===== src/rtl/mz_pulse_sequencer.sv =====
// mz_pulse_sequencer: trigger-started pi/2 - (pi)xN - pi/2 RF gate train.
// N=0 gives a Ramsey pair, N=1 a Mach-Zehnder gate, N>1 CPMG spacing.
// Free-evolution interval, pi count and repeat mode are latched when a run starts.
module mz_pulse_sequencer #(
    parameter int CNT_W      = 32,
    parameter int WAIT_W     = 24,
    parameter int NPI_W      = 4,
    parameter int PRE_DELAY  = 33300,
    parameter int PI2_LEN    = 333,
    parameter int PI_LEN     = 666,
    parameter int POST_DELAY = 33300
) (
    input  logic              clk,
    input  logic              rst,
    input  logic              trig,
    input  logic              abort,
    input  logic [WAIT_W-1:0] cfg_wait,
    input  logic [NPI_W-1:0]  cfg_n_pi,
    input  logic              cfg_repeat,
    output logic              rf,
    output logic              busy,
    output logic              done,
    output logic [15:0]       seq_count,
    output logic [2:0]        phase
);

    typedef enum logic [2:0] {
        ST_IDLE = 3'd0,
        ST_PRE  = 3'd1,
        ST_PI2A = 3'd2,
        ST_WAIT = 3'd3,
        ST_PI   = 3'd4,
        ST_PI2B = 3'd5,
        ST_POST = 3'd6
    } state_t;

    localparam logic [CNT_W-1:0]  CNT_ZERO = {CNT_W{1'b0}};
    localparam logic [CNT_W-1:0]  CNT_ONE  = {{(CNT_W-1){1'b0}}, 1'b1};
    localparam logic [NPI_W-1:0]  NPI_ZERO = {NPI_W{1'b0}};
    localparam logic [NPI_W-1:0]  NPI_ONE  = {{(NPI_W-1){1'b0}}, 1'b1};
    localparam logic [WAIT_W-1:0] W_ZERO   = {WAIT_W{1'b0}};
    localparam logic [WAIT_W-1:0] W_ONE    = {{(WAIT_W-1){1'b0}}, 1'b1};

    logic              sync1_q, sync2_q, trig_prev_q;
    state_t            state_q, state_d;
    logic [CNT_W-1:0]  cnt_q, cnt_d, len_s;
    logic [NPI_W-1:0]  pi_cnt_q, pi_cnt_d, n_q, n_d;
    logic [WAIT_W-1:0] w_q, w_d, cfg_w_eff_s;
    logic              rep_q, rep_d;
    logic              rf_q, rf_d, busy_q, busy_d, done_q, done_d;
    logic [15:0]       seq_count_q, seq_count_d;
    logic              trig_rise_s, last_s, wait_inner_s;

    // Two-flop synchroniser plus one history flop for rising-edge detection
    always_ff @(posedge clk or posedge rst) begin
        if (rst) begin
            sync1_q     <= 1'b0;
            sync2_q     <= 1'b0;
            trig_prev_q <= 1'b0;
        end else begin
            sync1_q     <= trig;
            sync2_q     <= sync1_q;
            trig_prev_q <= sync2_q;
        end
    end

    assign trig_rise_s  = sync2_q & ~trig_prev_q;
    // A zero interval would make WAIT last no cycles at all; run it as one cycle
    assign cfg_w_eff_s  = (cfg_wait == W_ZERO) ? W_ONE : cfg_wait;
    // A WAIT sits between two pi gates when at least one pi is done and more remain
    assign wait_inner_s = (pi_cnt_q != NPI_ZERO) && (pi_cnt_q != n_q);

    // Length in cycles of the phase currently running
    always_comb begin
        len_s = CNT_ONE;
        case (state_q)
            ST_PRE:           len_s = CNT_W'(PRE_DELAY);
            ST_PI2A, ST_PI2B: len_s = CNT_W'(PI2_LEN);
            ST_WAIT:          len_s = wait_inner_s ? CNT_W'({w_q, 1'b0}) : CNT_W'(w_q);
            ST_PI:            len_s = CNT_W'(PI_LEN);
            ST_POST:          len_s = CNT_W'(POST_DELAY);
            default:          len_s = CNT_ONE;
        endcase
    end

    assign last_s = (cnt_q == (len_s - CNT_ONE));

    // Next-state, phase counter, config latch and completion bookkeeping
    always_comb begin
        state_d     = state_q;
        cnt_d       = cnt_q + CNT_ONE;
        pi_cnt_d    = pi_cnt_q;
        w_d         = w_q;
        n_d         = n_q;
        rep_d       = rep_q;
        done_d      = 1'b0;
        seq_count_d = seq_count_q;
        if (state_q == ST_IDLE) begin
            cnt_d = CNT_ZERO;
            // abort on the same edge as a trigger edge keeps the block idle
            if (trig_rise_s && !abort) begin
                state_d  = ST_PRE;
                pi_cnt_d = NPI_ZERO;
                w_d      = cfg_w_eff_s;
                n_d      = cfg_n_pi;
                rep_d    = cfg_repeat;
            end else begin
                state_d = ST_IDLE;
            end
        end else if (abort) begin
            state_d = ST_IDLE;
            cnt_d   = CNT_ZERO;
        end else if (last_s) begin
            cnt_d = CNT_ZERO;
            case (state_q)
                ST_PRE:  state_d = ST_PI2A;
                ST_PI2A: state_d = ST_WAIT;
                ST_WAIT: begin
                    if (pi_cnt_q < n_q) begin
                        state_d = ST_PI;
                    end else begin
                        state_d = ST_PI2B;
                    end
                end
                ST_PI: begin
                    pi_cnt_d = pi_cnt_q + NPI_ONE;
                    state_d  = ST_WAIT;
                end
                ST_PI2B: state_d = ST_POST;
                ST_POST: begin
                    done_d      = 1'b1;
                    seq_count_d = seq_count_q + 16'd1;
                    // Repeat mode re-runs on the level of trig, not a new edge
                    if (rep_q && sync2_q) begin
                        state_d  = ST_PRE;
                        pi_cnt_d = NPI_ZERO;
                        w_d      = cfg_w_eff_s;
                        n_d      = cfg_n_pi;
                        rep_d    = cfg_repeat;
                    end else begin
                        state_d = ST_IDLE;
                    end
                end
                default: state_d = ST_IDLE;
            endcase
        end else begin
            state_d = state_q;
        end
    end

    // Output decode from the next state so rf and busy are registered yet aligned with phase
    always_comb begin
        rf_d   = (state_d == ST_PI2A) || (state_d == ST_PI) || (state_d == ST_PI2B);
        busy_d = (state_d != ST_IDLE);
    end

    // State, counters, latched config and registered outputs
    always_ff @(posedge clk or posedge rst) begin
        if (rst) begin
            state_q     <= ST_IDLE;
            cnt_q       <= CNT_ZERO;
            pi_cnt_q    <= NPI_ZERO;
            w_q         <= W_ZERO;
            n_q         <= NPI_ZERO;
            rep_q       <= 1'b0;
            rf_q        <= 1'b0;
            busy_q      <= 1'b0;
            done_q      <= 1'b0;
            seq_count_q <= 16'd0;
        end else begin
            state_q     <= state_d;
            cnt_q       <= cnt_d;
            pi_cnt_q    <= pi_cnt_d;
            w_q         <= w_d;
            n_q         <= n_d;
            rep_q       <= rep_d;
            rf_q        <= rf_d;
            busy_q      <= busy_d;
            done_q      <= done_d;
            seq_count_q <= seq_count_d;
        end
    end

    assign rf        = rf_q;
    assign busy      = busy_q;
    assign done      = done_q;
    assign seq_count = seq_count_q;
    assign phase     = state_q;

endmodule


===== config.mk =====
export PLATFORM = sky130hd
export DESIGN_NAME = mz_pulse_sequencer
export DESIGN_NICKNAME = d
export VERILOG_FILES = /design/src/rtl/mz_pulse_sequencer.sv
export SDC_FILE = /design/constraint.sdc
export NUM_CORES = 1
export LEC_CHECK = 0
export CAP_MARGIN = 5
export CORE_ASPECT_RATIO = 0.5
export CORE_MARGIN = 5
export CORE_UTILIZATION = 34
export DETAILED_ROUTE_END_ITERATION = 6
export PLACE_DENSITY = 0.64
export SYNTH_ARGS = -nofsm -noshare
export SYNTH_HDL_FRONTEND = slang
export SYNTH_SLANG_ARGS = --single-unit
export TNS_END_PERCENT = 30

===== constraint.sdc =====
create_clock -name clk -period 5.15 [get_ports clk]
set_clock_uncertainty 0.2 [all_clocks]
set_input_delay 0.7725 -clock clk [delete_from_list [all_inputs] [get_ports clk]]
set_output_delay 0.7725 -clock clk [all_outputs]
set_load 0.005 [all_outputs]

# Yosys cells after proc, flatten, opt, wreduce, memory -nomap -nowiden
# Index checks and enable logic that the tools add are counted.
# word_totals
inputBits	33
elab_cells	97
regBits	90
# classes
mux	41
n_eq_ne	14
n_addsub	4
bitwise_logic	4
order_cmp	1
n_reduce_logical	20
# op_table
cell	count
24-bit 2-to-1 mux	7
25-bit one-hot mux with 4 select lines	1
32-bit 2-to-1 mux	3
4-bit 2-to-1 mux	11
32-bit by 1-bit adder with 32-bit output (second input constant)	1
32-bit equality test	1
32-bit by 1-bit subtractor with 32-bit output (second input constant)	1
25-bit 2-to-1 mux	1
24-bit zero test	1
16-bit by 1-bit adder with 16-bit output (second input constant)	1
3-bit equality test (second input constant)	5
3-bit one-hot mux with 5 select lines	1
1-bit 2-to-1 mux	13
5-bit AND reduction	2
3-bit by 2-bit equality test with 1-bit output (second input constant)	3
3-bit 2-to-1 mux	3
4-bit one-hot mux with 2 select lines	1
2-bit nonzero test	3
3-bit nonzero test	2
2-bit OR reduction	3
4-bit by 1-bit adder with 4-bit output (second input constant)	1
4-bit less-than comparator	1
2-bit by 1-bit inequality test with 1-bit output (second input constant)	2
4-bit inequality test	1
10 further kinds	15

# Depth between registers and ports, before layout
# Gate-level depths: netlist of run 1.
# depth
ltp_word	12
depth_mapped	21
mapped_depth_nobuf	16

# Least setup slack after synthesis of run 1
# OpenSTA, ideal clock, no wires.
# synth_timing
kind	reg2reg
startpoint	register pi_cnt_q[2]
endpoint	register n_q[0]
arrival_time_ns	4.272
n_path_buf	4
slack_ns	0.550
path_stages_with_launch	20
t_required_ns	4.822
cell_sequence	dfrtp_1 -> ha_1 -> and4_1 -> buf_2 -> nor2_1 -> buf_2 -> o21ai_1 -> a31oi_1 -> ha_1 -> o211ai_1 -> nor4_4 -> and3_1 -> buf_4 -> nand4b_1 -> a211o_1 -> nor4b_4 -> nand2_2 -> o21bai_2 -> buf_4 -> mux2_1
# synth_between
elab_chain_cells	8
elab_cells_between_ends	9
classes_between	add/sub (1); eq/ne (2); mux (2); reduce/logical (4)
# synth_rtl
item	line_no	text
start: declaration	47	logic [NPI_W-1:0] pi_cnt_q, pi_cnt_d, n_q, n_d;
start signal: assignment	173	pi_cnt_q <= pi_cnt_d;
4-bit inequality test or 4-bit nonzero test (tied branches)	71	assign wait_inner_s = (pi_cnt_q != NPI_ZERO) && (pi_cnt_q != n_q);
1-bit logical AND (*)	71	
25-bit 2-to-1 mux (*)	79	ST_WAIT: len_s = wait_inner_s ? CNT_W'({w_q, 1'b0}) : CNT_W'(w_q);
25-bit one-hot mux with 4 select lines (*)	76	case (state_q)
32-bit by 1-bit subtractor with 32-bit output (*)	86	assign last_s = (cnt_q == (len_s - CNT_ONE));
32-bit equality test (*)	86	
2-bit nonzero test (no source line) (*)	n/a	
5-bit AND reduction (no source line) (*)	n/a	
end signal: assignment	175	n_q <= n_d;
end: declaration	47	
# Mark *: on every way between the ends. The rest lies on a longest branch, timed or not.
# A chain may end at the register's enable or synchronous reset.

# Worst setup path after layout of run 1
# layout_timing
startpoint	register pi_cnt_q[2]
endpoint	register busy_q, in the netlist busy
# layout_between
elab_chain_cells	10
elab_cells_between_ends	14
classes_between	add/sub (1); order compare (1); eq/ne (2); mux (7); reduce/logical (3)
# layout_rtl
item	line_no	text
4-bit inequality test or 4-bit nonzero test (tied branches)	71	
1-bit logical AND (*)	71	
25-bit 2-to-1 mux (*)	79	
25-bit one-hot mux with 4 select lines (*)	76	
32-bit by 1-bit subtractor with 32-bit output (*)	86	
32-bit equality test (*)	86	
3-bit 2-to-1 mux (*)	113	end else if (last_s) begin
3-bit 2-to-1 mux (*)	110	end else if (abort) begin
3-bit 2-to-1 mux (*)	98	if (state_q == ST_IDLE) begin
named net state_d[2]	45	state_t state_q, state_d;
3-bit nonzero test (*)	154	busy_d = (state_d != ST_IDLE);
named net busy_d	50	logic rf_q, rf_d, busy_q, busy_d, done_q, done_d;
end signal: assignment	178	busy_q <= busy_d;
end: declaration	50	
# Mark *: on every way through the listed nets, which the timed path passes. The rest lies on a longest branch.

==> flow_summary.json, run 1 <==
{
  "drt-total-wl_mm": 16.4,
  "worst-r2r-cell-count": 16,
  "slew_headroom_pct": 36.7,
  "power.density_nw_per_um2": 405,
  "route.detailed.vias_per_inst": 5.60,
  "period_needed_ns": 4.84,
  "post-cts-setup-buffer-count": 0,
  "finalWeightedCongestion": 0.918,
  "port_buffers": 54,
  "grt_start_max_net_pins": 50,
  "dr_total_vias": 5455,
  "drtAntennaViolNets": 0,
  "fin_crit_sh_pct": 94.0,
  "cts_tree": "done",
  "setup-tns-final_ns": 0,
  "critical_path.endpoint_type": "register",
  "ios": 55,
  "worst-setup-path-type": "reg2reg",
  "rows": 35,
  "ctsRootBufferMaster": "clkbuf_16",
  "coreArea_um2": 18300,
  "initial_utilization_pct": 34.4,
  "final-hold-violation-count": 0,
  "timing.critical_path.slowest_cell_delay_ns": 0.46,
  "crit_path_start_kind": "register",
  "rr_endpoint": "busy$_DFF_PP0_",
  "synth_area_um2": 6280,
  "critical_path.n_buffers_inverters": 1,
  "die_w_um": 202,
  "syn_to_final_growth_pct": 17.7,
  "yosys_most_used_dff": "dfrtp_1",
  "grt_util_all_layers_pct": 15.8,
  "cp.arrival_ns": 4.87,
  "cp.depth": 16,
  "grt_setup_unrepaired": "no",
  "path_max_fanout": 17,
  "async_reset_ff_share_pct": 100,
  "die_height_um": 106,
  "post-route-cell-area_um2": 7390,
  "status": "finished clean",
  "layout.core_utilization_pct": 40.5,
  "synth_top_area_share_pct": 35.9,
  "synth_enable_flop_cells": 0,
  "r2r_slack_ns": 0.31,
  "syn_avg_cell_area_um2": 9.18,
  "setup-violations-final": 0,
  "hold_end": "sync2_q$_DFF_PP0_",
  "tightestPinTransition_ns": 0.943,
  "clock_tree.htree_level_count": 3,
  "hold_path.startpoint": "sync1_q$_DFF_PP0_",
  "insertion_delay_ns": 0.34,
  "netlist_top_cells_area": "dfrtp_1, xor2_1, mux2_1",
  "most_repeated_cell_in_the_gate_level_netlist_after_synthesis": "dfrtp_1",
  "worst_setup_hold_path_clk_slew_ns": 0.07,
  "cp-startpoint": "pi_cnt_q[2]$_DFFE_PP0P_",
  "numCtsBuffers": 9,
  "grt_antenna_before_repair": 0,
  "clock_sink_count": 90,
  "whs_path_depth": 0,
  "drive_above_1_share_pct": 10.6,
  "max_clock_freq_mhz": 206,
  "worst-endpoint-required_ns": 5.18,
  "antenna_cells_inserted": 0,
  "min-delay-path-class": "reg2reg",
  "max-cap-violations": 0,
  "post-route-drc-count": 0,
  "first_pass_grt_wire_length_mm": 28.3,
  "overall_power_uw": 2990,
  "power.static_leakage_uw": 0.00295,
  "drt-initial-drc-count": 525,
  "peakVddDrop_mv": 0.163,
  "clock_path_buffers": 2,
  "nets": 771,
  "gr-total-overflow": 0,
  "detail_route.wl_per_cell_um": 16.9,
  "final_slew_violations": 0,
  "path_delay_family": "simple AND/OR/NAND/NOR gates",
  "grt_pass1_vias": 5534,
  "synthesis.yosys.warnings": 0,
  "worstReg2RegStart": "pi_cnt_q[2]$_DFFE_PP0P_",
  "crit_slowest_cell": "dfrtp_1",
  "seq_area_frac_synth_pct": 35.9,
  "synth_area_leader_cell": "dfrtp_1",
  "synth_cells": 684,
  "first_drt_pass_iteration_count": 5,
  "list_of_most_frequent_post_synthesis_cells": "dfrtp_1, nor2_1, nand2_1",
  "path_cells": "ha_1 > and4_1 > nor2_1 > o21ai_1 > a31oi_1 > ha_1 > o211ai_1 > nor4_4 > and3_1 > nand4b_1 > a211o_1 > nor4b_4 > nand2_2 > buf_4 > a311o_1 > a211o_1",
  "synth_cell_type_count": 77,
  "syn_nets": 726,
  "floorplan.die_area_um2": 21400,
  "dpl-instance-area_um2": 7060,
  "ys_seq_elements": 90,
  "dp_hpwl_mm": 12.4
}
-- cell type report --
| type | count | area [um^2] |
|---|---|---|
| sequential | 90 | 2250 |
| multi-input combinational | 534 | 3760 |
| fill | 1755 | 10900 |
| timing repair buffer | 70 | 673 |
| inverter | 24 | 91.3 |
| clock inverter | 6 | 72.6 |
| clock buffer | 10 | 239 |
| tap | 240 | 300 |
-- cells by family (layout without fill, tap and decap cells) --
family	after synthesis	after routing	share of synthesized area, %
xor+xnor	74	74	10.5
compound gates	134	134	14.8
simple gates	281	281	26.1
fa+ha+maj	9	9	1.79
buf+inv	60	110	4.46
mux	36	36	6.36
flops	90	90	35.9
-- routing by layer --
layer  vias to the layer above  part of all wire (%)  track usage, %
met5                         -                     0               0
met1                      2692                    47            22.0
met3                        27                   3.7            1.92
met4                         0                   2.1            4.84
li1                       2594                     -               -
met2                       142                    47            26.0
-- report_power, final --
part           total, uW  switching [uW]  internal, uW
combinational       1310             796           516
sequential           988             161           827
clock                692             297           395
-- timing repair --
action / CTS / global route
gates resized for setup: 0 / 3
hold buffers: 0 / 0
setup endpoints to repair: 0 / 53
-- state kept, by name, summed over array words and instances (netlist names), 3 cells and up --
| signal | flops |
|---|---|
| cnt_q | 32 |
| pi_cnt_q | 4 |
| seq_count | 16 |
| phase | 3 |
| w_q | 24 |
| n_q | 4 |
-- metrics by stage --
stage	std cells	hold slack [ns]	worst slack, ns
finish	974	0.181	0.307
global route	974	0.188	0.0332
detailed placement	958	0.137	0.183
floorplan	684	0.131	0.550
global placement	958	0.135	0.284
CTS	974	0.180	0.153
-- worst reg2reg max path, delay by kind of cell (launching register included) --
kind	cells	cell delay [ns]
flip-flops	1	0.46
AO/OA/AOI/OAI	6	1.50
AND/OR/NAND/NOR	7	1.73
buffers and inverters	1	0.25
adder cells (fa/ha/maj)	2	0.59
-- cell usage in the layout, fill, tap and decap left out, types with 15 or more instances in the layout --
| cell | count |
|---|---|
| clkdlybuf4s50_1 | 54 |
| inv_1 | 23 |
| nand3_1 | 41 |
| xnor2_1 | 32 |
| xor2_1 | 41 |
| a21oi_1 | 37 |
| o21ai_0 | 24 |
| and3_1 | 15 |
| nor2_1 | 64 |
| nand2_1 | 42 |
| buf_4 | 15 |
| mux2_1 | 27 |
| dfrtp_1 | 90 |
| nor4_1 | 17 |
-- worst max-delay path by stage --
stage          slack, ns                 end
6_report            0.31      busy$_DFF_PP0_
5_1_grt             0.03      busy$_DFF_PP0_
4_1_cts             0.15      busy$_DFF_PP0_
3_5_place_dp        0.18      busy$_DFF_PP0_
3_3_place_gp        0.28      busy$_DFF_PP0_
2_1_floorplan       0.55  n_q[0]$_DFFE_PP0P_
No activity file was read; power rests on OpenSTA's default activity.
==> run 2: changes to the inputs <==
--- a/config.mk
+++ b/config.mk
@@ -10,6 +10,7 @@
 export CORE_MARGIN = 5
 export CORE_UTILIZATION = 34
 export DETAILED_ROUTE_END_ITERATION = 6
+export MAX_ROUTING_LAYER = met4
 export PLACE_DENSITY = 0.64
 export SYNTH_ARGS = -nofsm -noshare
 export SYNTH_HDL_FRONTEND = slang
==> run 2 against run 1 <==
Compared with the run above: register-to-register slack worse by 0.08 ns; via count down 0.73%; combinational power about the same; worst hold slack worse by 0.030 ns; setup slack worse by 0.078 ns; total power up 0.43%; cell count up 0.10%; sequential share of layout area about the same; fmax down 1.6%; clock power up 0.6%; global-route usage up 0.76 points; highest routed layer unchanged.
==> flow_summary.json, run 2 (synthesized netlist as in run 1, its figures left out) <==
{
  "status": "finished clean",
  "hold_path.startpoint": "sync1_q$_DFF_PP0_",
  "grt_setup_unrepaired": "no",
  "final-hold-violation-count": 0,
  "place.detailed.instances": 959,
  "mostFrequentLayoutCells": "dfrtp_1, nor2_1, clkdlybuf4s50_1",
  "layout.cells.non_filler": 975,
  "drt-total-wl_mm": 16.8,
  "slew_headroom_pct": 31.2,
  "clock_sink_count": 90,
  "ios": 55,
  "grt_util_all_layers_pct": 16.6,
  "peakVddDrop_mv": 0.138,
  "antenna_cells_inserted": 0,
  "ctsRootBufferMaster": "clkbuf_16",
  "grt_pass1_vias": 5328,
  "crit_slowest_cell": "or3b_1",
  "final.fill_count": 1765,
  "first_drt_pass_iteration_count": 5,
  "syn_to_final_growth_pct": 17.8,
  "largest-register": "cnt_q",
  "worstReg2RegStart": "pi_cnt_q[0]$_DFFE_PP0P_",
  "path_max_fanout": 17,
  "r2r_slack_ns": 0.23,
  "first_pass_grt_wire_length_mm": 28.6,
  "port_buffers": 54,
  "layout.cells.most_common": "dfrtp_1",
  "clock_path_buffers": 2,
  "critical_path.n_buffers_inverters": 2,
  "power.density_nw_per_um2": 406,
  "period_needed_ns": 4.92,
  "clock_tree.htree_level_count": 3,
  "timing.critical_path.slowest_cell_delay_ns": 0.52,
  "die_height_um": 106,
  "rr_endpoint": "busy$_DFF_PP0_",
  "dr_total_vias": 5415,
  "cts_tree": "done",
  "numCtsBuffers": 9,
  "whs_path_depth": 0,
  "crit_path_start_kind": "register",
  "insertion_delay_ns": 0.35,
  "power.static_leakage_uw": 0.00295,
  "path_cells": "inv_1 > ha_1 > or3b_1 > nand2_4 > a32oi_2 > ha_1 > o211ai_1 > nor4_4 > and3_1 > a211o_1 > a2111oi_2 > and4_1 > nand2_2 > buf_4 > a311o_1 > a211o_1",
  "initial_utilization_pct": 34.4,
  "overall_power_uw": 3000,
  "nets": 772,
  "cp.arrival_ns": 4.96,
  "die_w_um": 202,
  "rows": 35,
  "drt-initial-drc-count": 385,
  "critical_path.endpoint_type": "register",
  "final_slew_violations": 0,
  "worst-r2r-cell-count": 16,
  "path_delay_family": "simple AND/OR/NAND/NOR gates",
  "grt_antenna_before_repair": 0,
  "tightestPinTransition_ns": 1.03,
  "drtAntennaViolNets": 0,
  "hold_end": "sync2_q$_DFF_PP0_",
  "min-delay-path-class": "reg2reg",
  "route.detailed.vias_per_inst": 5.55,
  "max_clock_freq_mhz": 203,
  "worst_setup_hold_path_clk_slew_ns": 0.07,
  "worst-endpoint-required_ns": 5.19,
  "floorplan.die_area_um2": 21400,
  "detail_route.wl_per_cell_um": 17.2,
  "post-route-drc-count": 0,
  "finalWeightedCongestion": 0.898,
  "drive_above_1_share_pct": 10.6,
  "hold_worst_slack_ns": 0.151,
  "gr-total-overflow": 0,
  "max-cap-violations": 0,
  "grt_start_max_net_pins": 60,
  "largest_register_ffs": 32,
  "fin_crit_sh_pct": 95.6,
  "dp_hpwl_mm": 12.7,
  "setup-tns-final_ns": 0,
  "worst-setup-path-type": "reg2reg",
  "coreArea_um2": 18300,
  "setup-violations-final": 0
}
[run 2: changes by cell type in the layout (fill, tap and decap cells not counted), sizes merged]
cell      previous run  this run
buf                 16        17
clkinv               3         2
clkinvlp             1         2
[run 2: worst max path at each step]
stage,from,endpoint,slack (ns),cells after the start
2_1_floorplan,pi_cnt_q[2]$_DFFE_PP0P_,n_q[0]$_DFFE_PP0P_,0.55,19
3_3_place_gp,pi_cnt_q[3]$_DFFE_PP0P_,busy$_DFF_PP0_,0.27,14
3_5_place_dp,pi_cnt_q[2]$_DFFE_PP0P_,busy$_DFF_PP0_,0.18,14
4_1_cts,pi_cnt_q[2]$_DFFE_PP0P_,busy$_DFF_PP0_,0.19,14
5_1_grt,pi_cnt_q[0]$_DFFE_PP0P_,busy$_DFF_PP0_,0.01,16
6_report,pi_cnt_q[0]$_DFFE_PP0P_,busy$_DFF_PP0_,0.23,16
[run 2: power by group]
part	internal (uW)	total (uW)	switching, uW
logic	519	1320	804
registers	827	987	159
clock network	396	696	300
[run 2: final cells by class]
| type | instances | area, um^2 | area share, % |
|---|---|---|---|
| clock inverter | 6 | 73.8 | 0.998 |
| clock buffer | 10 | 239 | 3.23 |
| tap | 240 | 300 | 4.06 |
| inverter | 24 | 91.3 | 1.23 |
| sequential | 90 | 2250 | 30.5 |
| multi-input combinational | 534 | 3760 | 50.8 |
| timing repair buffer | 71 | 681 | 9.20 |
[run 2: metrics by stage]
step / area [um^2] / util, % / setup WS [ns]
after floorplan: 6280 / - / 0.550
after global placement: 7070 / 38.7 / 0.267
after detailed placement: 7070 / 38.7 / 0.182
after CTS: 7380 / 40.4 / 0.186
after global routing: 7400 / 40.5 / 0.0113
final: 7400 / 40.5 / 0.228
[run 2: repair_timing]
item / CTS / global route
hold buffers: 0 / 0
setup buffers: 0 / 0
resized for setup: 0 / 2
setup endpoints to repair: 0 / 35
[run 2: layer usage]
layer  up-vias  track usage, %  share of wire (%)
li1       2599               -                  -
met4         0            4.11                1.9
met1      2651            22.7                 48
met5         -               -                  0
met2       142            26.1                 46
met3        23            2.44                4.0
==> run 3: changes to the inputs <==
--- a/config.mk
+++ b/config.mk
@@ -11,7 +11,7 @@
 export CORE_UTILIZATION = 34
 export DETAILED_ROUTE_END_ITERATION = 6
 export MAX_ROUTING_LAYER = met4
-export PLACE_DENSITY = 0.64
+export PLACE_DENSITY_LB_ADDON = 0.25
 export SYNTH_ARGS = -nofsm -noshare
 export SYNTH_HDL_FRONTEND = slang
 export SYNTH_SLANG_ARGS = --single-unit
==> run 3 against run 2 <==
Compared with the run above: fmax increased by 0.98%; register-to-register slack improved by 0.05 ns; highest routed layer unchanged; count of clock-buffer cells in the layout decreased by 1; design area about the same; utilization about the same; die area unchanged; clock power decreased by 7.3%; routed wire length increased by 3.1%; via count decreased by 1.4%; cell count increased by 0.31%; critical path type unchanged; combinational power increased by 3%; flip-flop and latch count unchanged.
==> flow_summary.json, run 3 (synthesized netlist as in run 1, its figures left out) <==
{
  "post-cts-setup-buffer-count": 0,
  "wl_met2_mm": 8.01,
  "rows": 35,
  "grt_start_max_net_pins": 53,
  "dr_total_vias": 5340,
  "critical_path.endpoint_type": "register",
  "clock_sink_count": 90,
  "path_cells": "inv_1 > ha_1 > or3b_1 > buf_4 > a21oi_1 > a311oi_1 > nor4_2 > nand4_1 > a2bb2oi_1 > a2111oi_2 > and4_1 > nand2_2 > buf_4 > a311o_1 > a211o_1",
  "initial_utilization_pct": 34.4,
  "period_needed_ns": 4.87,
  "ios": 55,
  "wl_met3_um": 602,
  "setup-violations-final": 0,
  "clock_path_buffers": 2,
  "final_slew_violations": 0,
  "crit_path_start_kind": "register",
  "post-route-drc-count": 0,
  "coreArea_um2": 18300,
  "drt-total-wl_mm": 17.3,
  "worst_path_most_repeated_cell": "buf_4",
  "first_pass_grt_wire_length_mm": 28.4,
  "mostFrequentLayoutCells": "dfrtp_1, nor2_1, clkdlybuf4s50_1",
  "max-cap-violations": 0,
  "finalWeightedCongestion": 0.901,
  "tightestPinTransition_ns": 1.04,
  "worst-endpoint-required_ns": 5.19,
  "drtAntennaViolNets": 0,
  "die_w_um": 202,
  "power.density_nw_per_um2": 405,
  "max_clock_freq_mhz": 205,
  "status": "finished clean",
  "die_height_um": 106,
  "grt_util_all_layers_pct": 16.6,
  "power.static_leakage_uw": 0.00296,
  "cts_hold_buffers": 0,
  "peakVddDrop_mv": 0.207,
  "clock_tree.htree_level_count": 3,
  "timing.critical_path.slowest_cell_delay_ns": 0.85,
  "largest_register_ffs": 32,
  "path_max_fanout": 20,
  "crit_slowest_cell": "a311oi_1",
  "worst_setup_hold_path_clk_slew_ns": 0.08,
  "detail_route.wl_per_cell_um": 17.7,
  "nets": 775,
  "drive_above_1_share_pct": 10.7,
  "worst-setup-path-type": "reg2reg",
  "top_signal_layer_used": "met4",
  "numCtsBuffers": 9,
  "route.detailed.vias_per_inst": 5.46,
  "grt_setup_unrepaired": "no",
  "min-delay-path-class": "reg2reg",
  "dp_hpwl_mm": 13.1,
  "layout.cells.most_common": "dfrtp_1",
  "gr-total-overflow": 0,
  "antenna_cells_inserted": 0,
  "floorplan.die_area_um2": 21400,
  "fin_crit_sh_pct": 94.6,
  "insertion_delay_ns": 0.35,
  "ctsRootBufferMaster": "clkbuf_16",
  "final-hold-violation-count": 0,
  "syn_to_final_growth_pct": 17.8,
  "setup-tns-final_ns": 0,
  "cts_repair_resize_count": 0,
  "drt-initial-drc-count": 397,
  "first_drt_pass_iteration_count": 5,
  "cts_tree": "done",
  "port_buffers": 54,
  "layout.core_utilization_pct": 40.5,
  "grt_pass1_vias": 5320,
  "slew_headroom_pct": 30.0,
  "met1Wirelength_mm": 8.51,
  "final.fill_count": 1810,
  "grt_antenna_before_repair": 0,
  "cp.arrival_ns": 4.92,
  "largest-register": "cnt_q"
}
==> run 3: changes by cell type in the layout (fill, tap and decap cells not counted), sizes merged <==
cell and change:
buf +3, bufinv -1, clkbuf -1, clkinv +2
==> run 3: critical path, delay by kind of cell (launching register included) <==
family / cells / cell delay, ns
DFF: 1 / 0.40
adders and majority gates: 1 / 0.23
AOI/OAI and AO/OA: 6 / 2.07
buffers and inverters: 3 / 0.63
and+or+nand+nor: 5 / 1.24
==> run 3: worst paths after layout <==
path                                               from                  to  cells after the start  slack (ns)
worst min-delay path                  sync1_q$_DFF_PP0_   sync2_q$_DFF_PP0_                      0        0.15
max in group asynchronous                           rst  w_q[6]$_DFFE_PP0P_                      3        3.45
worst min register to register        sync1_q$_DFF_PP0_   sync2_q$_DFF_PP0_                      0        0.15
min in group asynchronous                           rst  cnt_q[8]$_DFF_PP0_                      2        0.41
worst max-delay path            pi_cnt_q[0]$_DFFE_PP0P_      busy$_DFF_PP0_                     15        0.28
worst max register to register  pi_cnt_q[0]$_DFFE_PP0P_      busy$_DFF_PP0_                     15        0.28
==> run 3: report_power, final <==
group	leakage, uW	internal [uW]	switching (uW)
Combinational	0.00166	538	826
Clock	0.000135	335	310
Sequential	0.00117	827	159
Total	0.00296	1700	1290
==> run 3: area by class of cell <==
cell class | count | area (um^2) | area share [%]
Clock buffer | 9 | 225 | 3.05
Clock inverter | 7 | 62.6 | 0.846
Inverter | 24 | 91.3 | 1.24
Multi-Input combinational cell | 534 | 3750 | 50.7
Sequential cell | 90 | 2250 | 30.5
Tap cell | 240 | 300 | 4.06
Timing Repair Buffer | 74 | 716 | 9.68
==> run 3: through the flow <==
| step | setup WS (ns) | instances | power [uW] | cell area (um^2) | hold slack [ns] |
|---|---|---|---|---|---|
| global route | 0.0268 | 978 | 3180 | 7390 | 0.163 |
| floorplan | 0.550 | 684 | 1940 | 6280 | 0.131 |
| finish | 0.276 | 978 | 2990 | 7390 | 0.154 |
| CTS | 0.315 | 978 | 2990 | 7390 | 0.158 |
| global placement | 0.382 | 962 | 2320 | 7110 | 0.138 |
| detailed placement | 0.343 | 962 | 2330 | 7110 | 0.141 |
==> run 3: layer usage <==
layer / vias to the layer above / global-route usage, %
met5: - / -
met2: 120 / 27.0
li1: 2598 / -
met3: 19 / 2.29
met4: 0 / 3.29
met1: 2603 / 22.6
